`src/rtl/fp_serial_minmax.sv`:
```
// Byte-serial IEEE-754 min/max/compare/negate/abs unit: operands stream in LSB-first,
// the result streams out LSB-first with done high. W = 1+EXP_W+MAN_W must be a multiple of 8.
module fp_serial_minmax #(
  parameter int EXP_W = 8,
  parameter int MAN_W = 23
) (
  input  logic       clk,
  input  logic       rst_n,
  input  logic [7:0] in,
  input  logic [2:0] opcode,
  input  logic       start,
  output logic [7:0] out,
  output logic       done,
  output logic [3:0] state_out
);

  localparam int W  = 1 + EXP_W + MAN_W;
  localparam int NB = W / 8;
  localparam int CW = (NB > 1) ? $clog2(NB) : 1;

  localparam logic [2:0] OP_MIN = 3'b000;
  localparam logic [2:0] OP_MAX = 3'b001;
  localparam logic [2:0] OP_CMP = 3'b010;
  localparam logic [2:0] OP_NEG = 3'b011;
  localparam logic [2:0] OP_ABS = 3'b100;

  typedef enum logic [3:0] {
    IDLE   = 4'd0,
    LOAD_A = 4'd1,
    LOAD_B = 4'd2,
    EXEC   = 4'd3,
    OUTPUT = 4'd4
  } state_t;

  state_t         state_q;
  logic [CW-1:0]  cnt_q;
  logic [2:0]     op_q;
  logic [W-1:0]   a_q, b_q, res_q;
  logic [7:0]     out_q;
  logic           done_q;

  logic [CW-1:0]  cnt_nx;
  logic           cnt_last;
  logic           unary;
  logic           nan_a, nan_b, any_nan;
  logic [W-1:0]   key_a, key_b;
  logic           eq, lt, key_lt;
  logic [W-1:0]   qnan;
  logic [W-1:0]   res_d;

  assign cnt_nx   = cnt_q + 1'b1;
  assign cnt_last = (cnt_q == CW'(NB - 1));
  assign unary    = (op_q == OP_NEG) || (op_q == OP_ABS);

  assign nan_a   = (&a_q[W-2:MAN_W]) && (|a_q[MAN_W-1:0]);
  assign nan_b   = (&b_q[W-2:MAN_W]) && (|b_q[MAN_W-1:0]);
  assign any_nan = nan_a || nan_b;
  assign qnan    = {1'b0, {EXP_W{1'b1}}, 1'b1, {(MAN_W-1){1'b0}}};

  // Sign-magnitude mapped to an unsigned total order: negatives inverted, positives
  // offset by the top bit, so -0 sorts just below +0.
  assign key_a  = a_q[W-1] ? ~a_q : {1'b1, a_q[W-2:0]};
  assign key_b  = b_q[W-1] ? ~b_q : {1'b1, b_q[W-2:0]};
  assign key_lt = key_a < key_b;
  assign eq     = (a_q == b_q) || ((a_q[W-2:0] == '0) && (b_q[W-2:0] == '0));
  assign lt     = !eq && key_lt;

  always_comb begin
    res_d = '0;
    case (op_q)
      OP_MIN:  res_d = any_nan ? qnan : (key_lt ? a_q : b_q);
      OP_MAX:  res_d = any_nan ? qnan : (key_lt ? b_q : a_q);
      OP_CMP:  res_d[3:0] = any_nan ? 4'b1000 : {1'b0, !eq && !lt, eq, lt};
      OP_NEG:  res_d = {~a_q[W-1], a_q[W-2:0]};
      OP_ABS:  res_d = {1'b0, a_q[W-2:0]};
      default: res_d = '0;
    endcase
  end

  always_ff @(posedge clk) begin
    if (!rst_n) begin
      state_q <= IDLE;
      cnt_q   <= '0;
      out_q   <= '0;
      done_q  <= 1'b0;
    end else begin
      case (state_q)
        IDLE: begin
          cnt_q  <= '0;
          out_q  <= '0;
          done_q <= 1'b0;
          if (start) begin
            op_q    <= opcode;
            state_q <= LOAD_A;
          end
        end
        LOAD_A: begin
          a_q[{cnt_q, 3'b000} +: 8] <= in;
          if (cnt_last) begin
            cnt_q   <= '0;
            state_q <= unary ? EXEC : LOAD_B;
          end else begin
            cnt_q <= cnt_nx;
          end
        end
        LOAD_B: begin
          b_q[{cnt_q, 3'b000} +: 8] <= in;
          if (cnt_last) begin
            cnt_q   <= '0;
            state_q <= EXEC;
          end else begin
            cnt_q <= cnt_nx;
          end
        end
        EXEC: begin
          // Byte 0 is presented alongside the state change so done aligns with OUTPUT.
          res_q   <= res_d;
          out_q   <= res_d[7:0];
          done_q  <= 1'b1;
          cnt_q   <= '0;
          state_q <= OUTPUT;
        end
        OUTPUT: begin
          if (cnt_last) begin
            cnt_q   <= '0;
            out_q   <= '0;
            done_q  <= 1'b0;
            state_q <= IDLE;
          end else begin
            cnt_q <= cnt_nx;
            out_q <= res_q[{cnt_nx, 3'b000} +: 8];
          end
        end
        default: begin
          cnt_q   <= '0;
          out_q   <= '0;
          done_q  <= 1'b0;
          state_q <= IDLE;
        end
      endcase
    end
  end

  assign out       = out_q;
  assign done      = done_q;
  assign state_out = state_q;

endmodule

```
`config.mk`:
```
export PLATFORM = sky130hd
export DESIGN_NAME = fp_serial_minmax
export DESIGN_NICKNAME = d
export VERILOG_FILES = /design/src/rtl/fp_serial_minmax.sv
export SDC_FILE = /design/constraint.sdc
export NUM_CORES = 1
export LEC_CHECK = 0
export BUFFER_PORTS_ARGS = -buffer_cell sky130_fd_sc_hd__buf_4
export CORE_MARGIN = 8
export CORE_UTILIZATION = 60
export DETAILED_ROUTE_END_ITERATION = 7
export PLACE_DENSITY = 0.78
export SLEW_MARGIN = 25
export SYNTH_ARGS = -nofsm -noshare
export SYNTH_HDL_FRONTEND = slang
export SYNTH_SLANG_ARGS = --single-unit
export TNS_END_PERCENT = 5
```
`constraint.sdc`:
```
create_clock -name clk -period 4.1 [get_ports clk]
set_input_delay 0 -clock clk [delete_from_list [all_inputs] [get_ports clk]]
set_output_delay 0 -clock clk [all_outputs]
set_load 0.01 [all_outputs]
```
==> metrics.csv <==
metric,value,unit
rrSetupSlack,0.34,ns
ir_drop,0.467,mV
dieArea,15100,um^2
ys_ff_latch,113,
grt-ovfl-total,0,
final_cell_count_no_fill,789,
synthCells,614,
grt_antenna_before_repair,0,
max_freq,0.266,GHz
period_share,0.918,
first_global_vias,4986,
grt_pass1_wl,27400,um
num_rows,39,
port_buffers,25,
die_y,123,um
ys_async_sr_fraction,0,
vias,5163,
hold_end,op_q[0],
syn_avg_cell_area,11.2,um^2
area_delta_synth_final,14.2,%
layout_commonest_cell,edfxtp_1,
powerDensity,365,nW/um^2
start_kind,register,
cp_max_fo,33,
p_leak,2.81,nW
cts_resized,0,
root_buffer,clkbuf_16,
hpwl,13400,um
layout_common_cells,"edfxtp_1, xnor2_1, nand2_1",
place.gp.congestion,1.00,
rsz0062_at_grt,no,
cts_buffers,17,
cp.arrival,4.03,ns
hp-start,opcode[0],
clock_path_buffers,2,
worst_pin_slew,0.901,ns
dp_cells,743,
yosys_warnings,0,
r2r-start,b_q[31],
fin_skew,0.0116,ns
critPathRequiredTime,4.37,ns
cap_violations,0,
slew_violations,0,
insertion_delay,0.42,ns
end_kind,register,
design_area,7850,um^2
cts_sinks,113,
ant_nets,0,
timing.slew.headroom,0.397,
fill_cells,814,
io_pins,27,
grtUsageTotal,0.246,
setup_tns,0,ns
critPathKind,reg2reg,
r2r-end,res_q[18],
num_antenna_cells,0,
setup_viol,0,
status,finished clean,
wl,18100,um
drtPass1Iterations,5,
die_w,123,um
start_util,0.607,
synthFlopType,edfxtp_1,
nets,684,
drc,0,
dpl_cell_area,7120,um^2
drt_iter0_drc,609,
synth-edff-count,99,
path_clk_slew,0.05,ns
worstRegToRegCells,11,
tritoncts,yes,
vias_per_cell,6.54,
holdPathStages,2,
min_path_type,in2reg,
post_drt_wl_per_cell,23.0,um
hold_violations,0,
syn_nets,665,
core_area,11300,um^2
hold_slack,0.315,ns
ys_types,57,
netlist_area,6870,um^2
fin_crit,3.76,ns
drive_gt1_frac,0.119,
grt_start_max_net_pins,43,
ys_seq_area_frac,0.473,
htreeDepth,4,
==> worst max-delay path by stage <==
| stage | from | to | slack, ns | depth (start not counted) |
|---|---|---|---|---|
| floorplan | b_q[31] | res_q[25] | 0.75 | 14 |
| global placement | b_q[31] | res_q[18] | 0.55 | 11 |
| detailed placement | b_q[31] | res_q[18] | 0.41 | 11 |
| CTS | b_q[31] | res_q[18] | 0.40 | 11 |
| global route | b_q[31] | res_q[18] | 0.13 | 11 |
| finish | b_q[31] | res_q[18] | 0.34 | 11 |
==> sequential cells by signal, summed over array words and instances (netlist names) <==
register	cells
op_q	3
a_q	32
out	8
b_q	32
cnt_q	2
done	1
state_out	3
res_q	32
==> layout make-up <==
class / instances / area (um^2) / area share
multi-input combinational: 446 / 3400 / 0.433
timing repair buffer: 47 / 410 / 0.0523
clock inverter: 13 / 144 / 0.0183
tap: 143 / 179 / 0.0228
inverter: 8 / 30.0 / 0.00383
clock buffer: 19 / 433 / 0.0551
sequential: 113 / 3250 / 0.414
==> cell usage after synthesis (2+ instances only) <==
cell / number / area (um^2)
xnor2_1: 65 / 569
nand2b_1: 4 / 25.0
buf_2: 6 / 30.0
mux4_2: 8 / 180
a21o_1: 5 / 37.5
ha_1: 37 / 463
buf_1: 6 / 22.5
nand3_1: 4 / 20.0
a32oi_1: 3 / 26.3
a22o_1: 16 / 140
nand2_1: 47 / 176
a211o_1: 10 / 87.6
mux2i_1: 3 / 30.0
nand4_1: 16 / 100
and4_1: 4 / 35.0
nand3b_1: 4 / 30.0
o211ai_1: 2 / 15.0
and2_1: 40 / 250
a32o_1: 6 / 60.1
o31ai_1: 2 / 15.0
dfxtp_1: 14 / 280
a31oi_1: 10 / 62.6
a221oi_1: 3 / 26.3
a21oi_1: 26 / 130
nor3b_1: 4 / 30.0
a221o_1: 4 / 40.0
edfxtp_1: 99 / 2970
o21ai_1: 4 / 20.0
nor3_1: 10 / 50.1
nor2_1: 22 / 82.6
and3_1: 5 / 31.3
xor2_1: 31 / 272
inv_1: 7 / 26.3
a22oi_1: 4 / 30.0
clkbuf_1: 31 / 116
o21ai_0: 12 / 60.1
nor4b_1: 2 / 17.5
nor4_1: 17 / 106
buf_4: 3 / 22.5
==> through the flow <==
step | total power [W] | utilization | worst slack, ns
floorplan | 0.00139 | - | 0.748
global placement | 0.00143 | 0.629 | 0.551
detailed placement | 0.00143 | 0.629 | 0.408
CTS | 0.00287 | 0.691 | 0.398
global route | 0.00293 | 0.693 | 0.133
finish | 0.00286 | 0.693 | 0.337
==> what timing repair did <==
action,4_1_cts,5_1_grt
hold buffers,13,0
buffers inserted,0,0
endpoints found under the hold margin,80,0
==> logic make-up after synthesis <==
| logic type | share of synthesized area |
|---|---|
| and+or+nand+nor | 0.142 |
| AOI/OAI and AO/OA | 0.128 |
| DFF | 0.473 |
| xor gates and xnor gates | 0.122 |
| buffers and inverters | 0.0339 |
| adders and majority gates | 0.0674 |
| muxes | 0.0322 |
| other | 0.000546 |
==> critical path, stage by stage (launching register included) <==
cell,delay (ns)
edfxtp_1,0.32
buf_4,0.44
xnor2_1,0.15
ha_1,0.32
a21oi_1,0.15
nand2_1,0.07
a221oi_1,0.43
o22ai_1,0.21
or3_1,0.63
o211ai_2,0.41
buf_4,0.26
a22o_1,0.19
==> report_power, final <==
group	internal (W)	switching (W)
Combinational	0.0000690	0.0000787
Sequential	0.00126	0.0000195
Clock	0.000942	0.000497
==> layer usage <==
layer,wire (um),up-vias,share of wire,track usage
met5,0,-,0,0
met4,726,0,0.040,0.122
met3,1660,53,0.091,0.0689
met2,8380,257,0.46,0.390
met1,7370,2518,0.41,0.306
li1,-,2335,-,-
(Power assumes the default switching activity.)
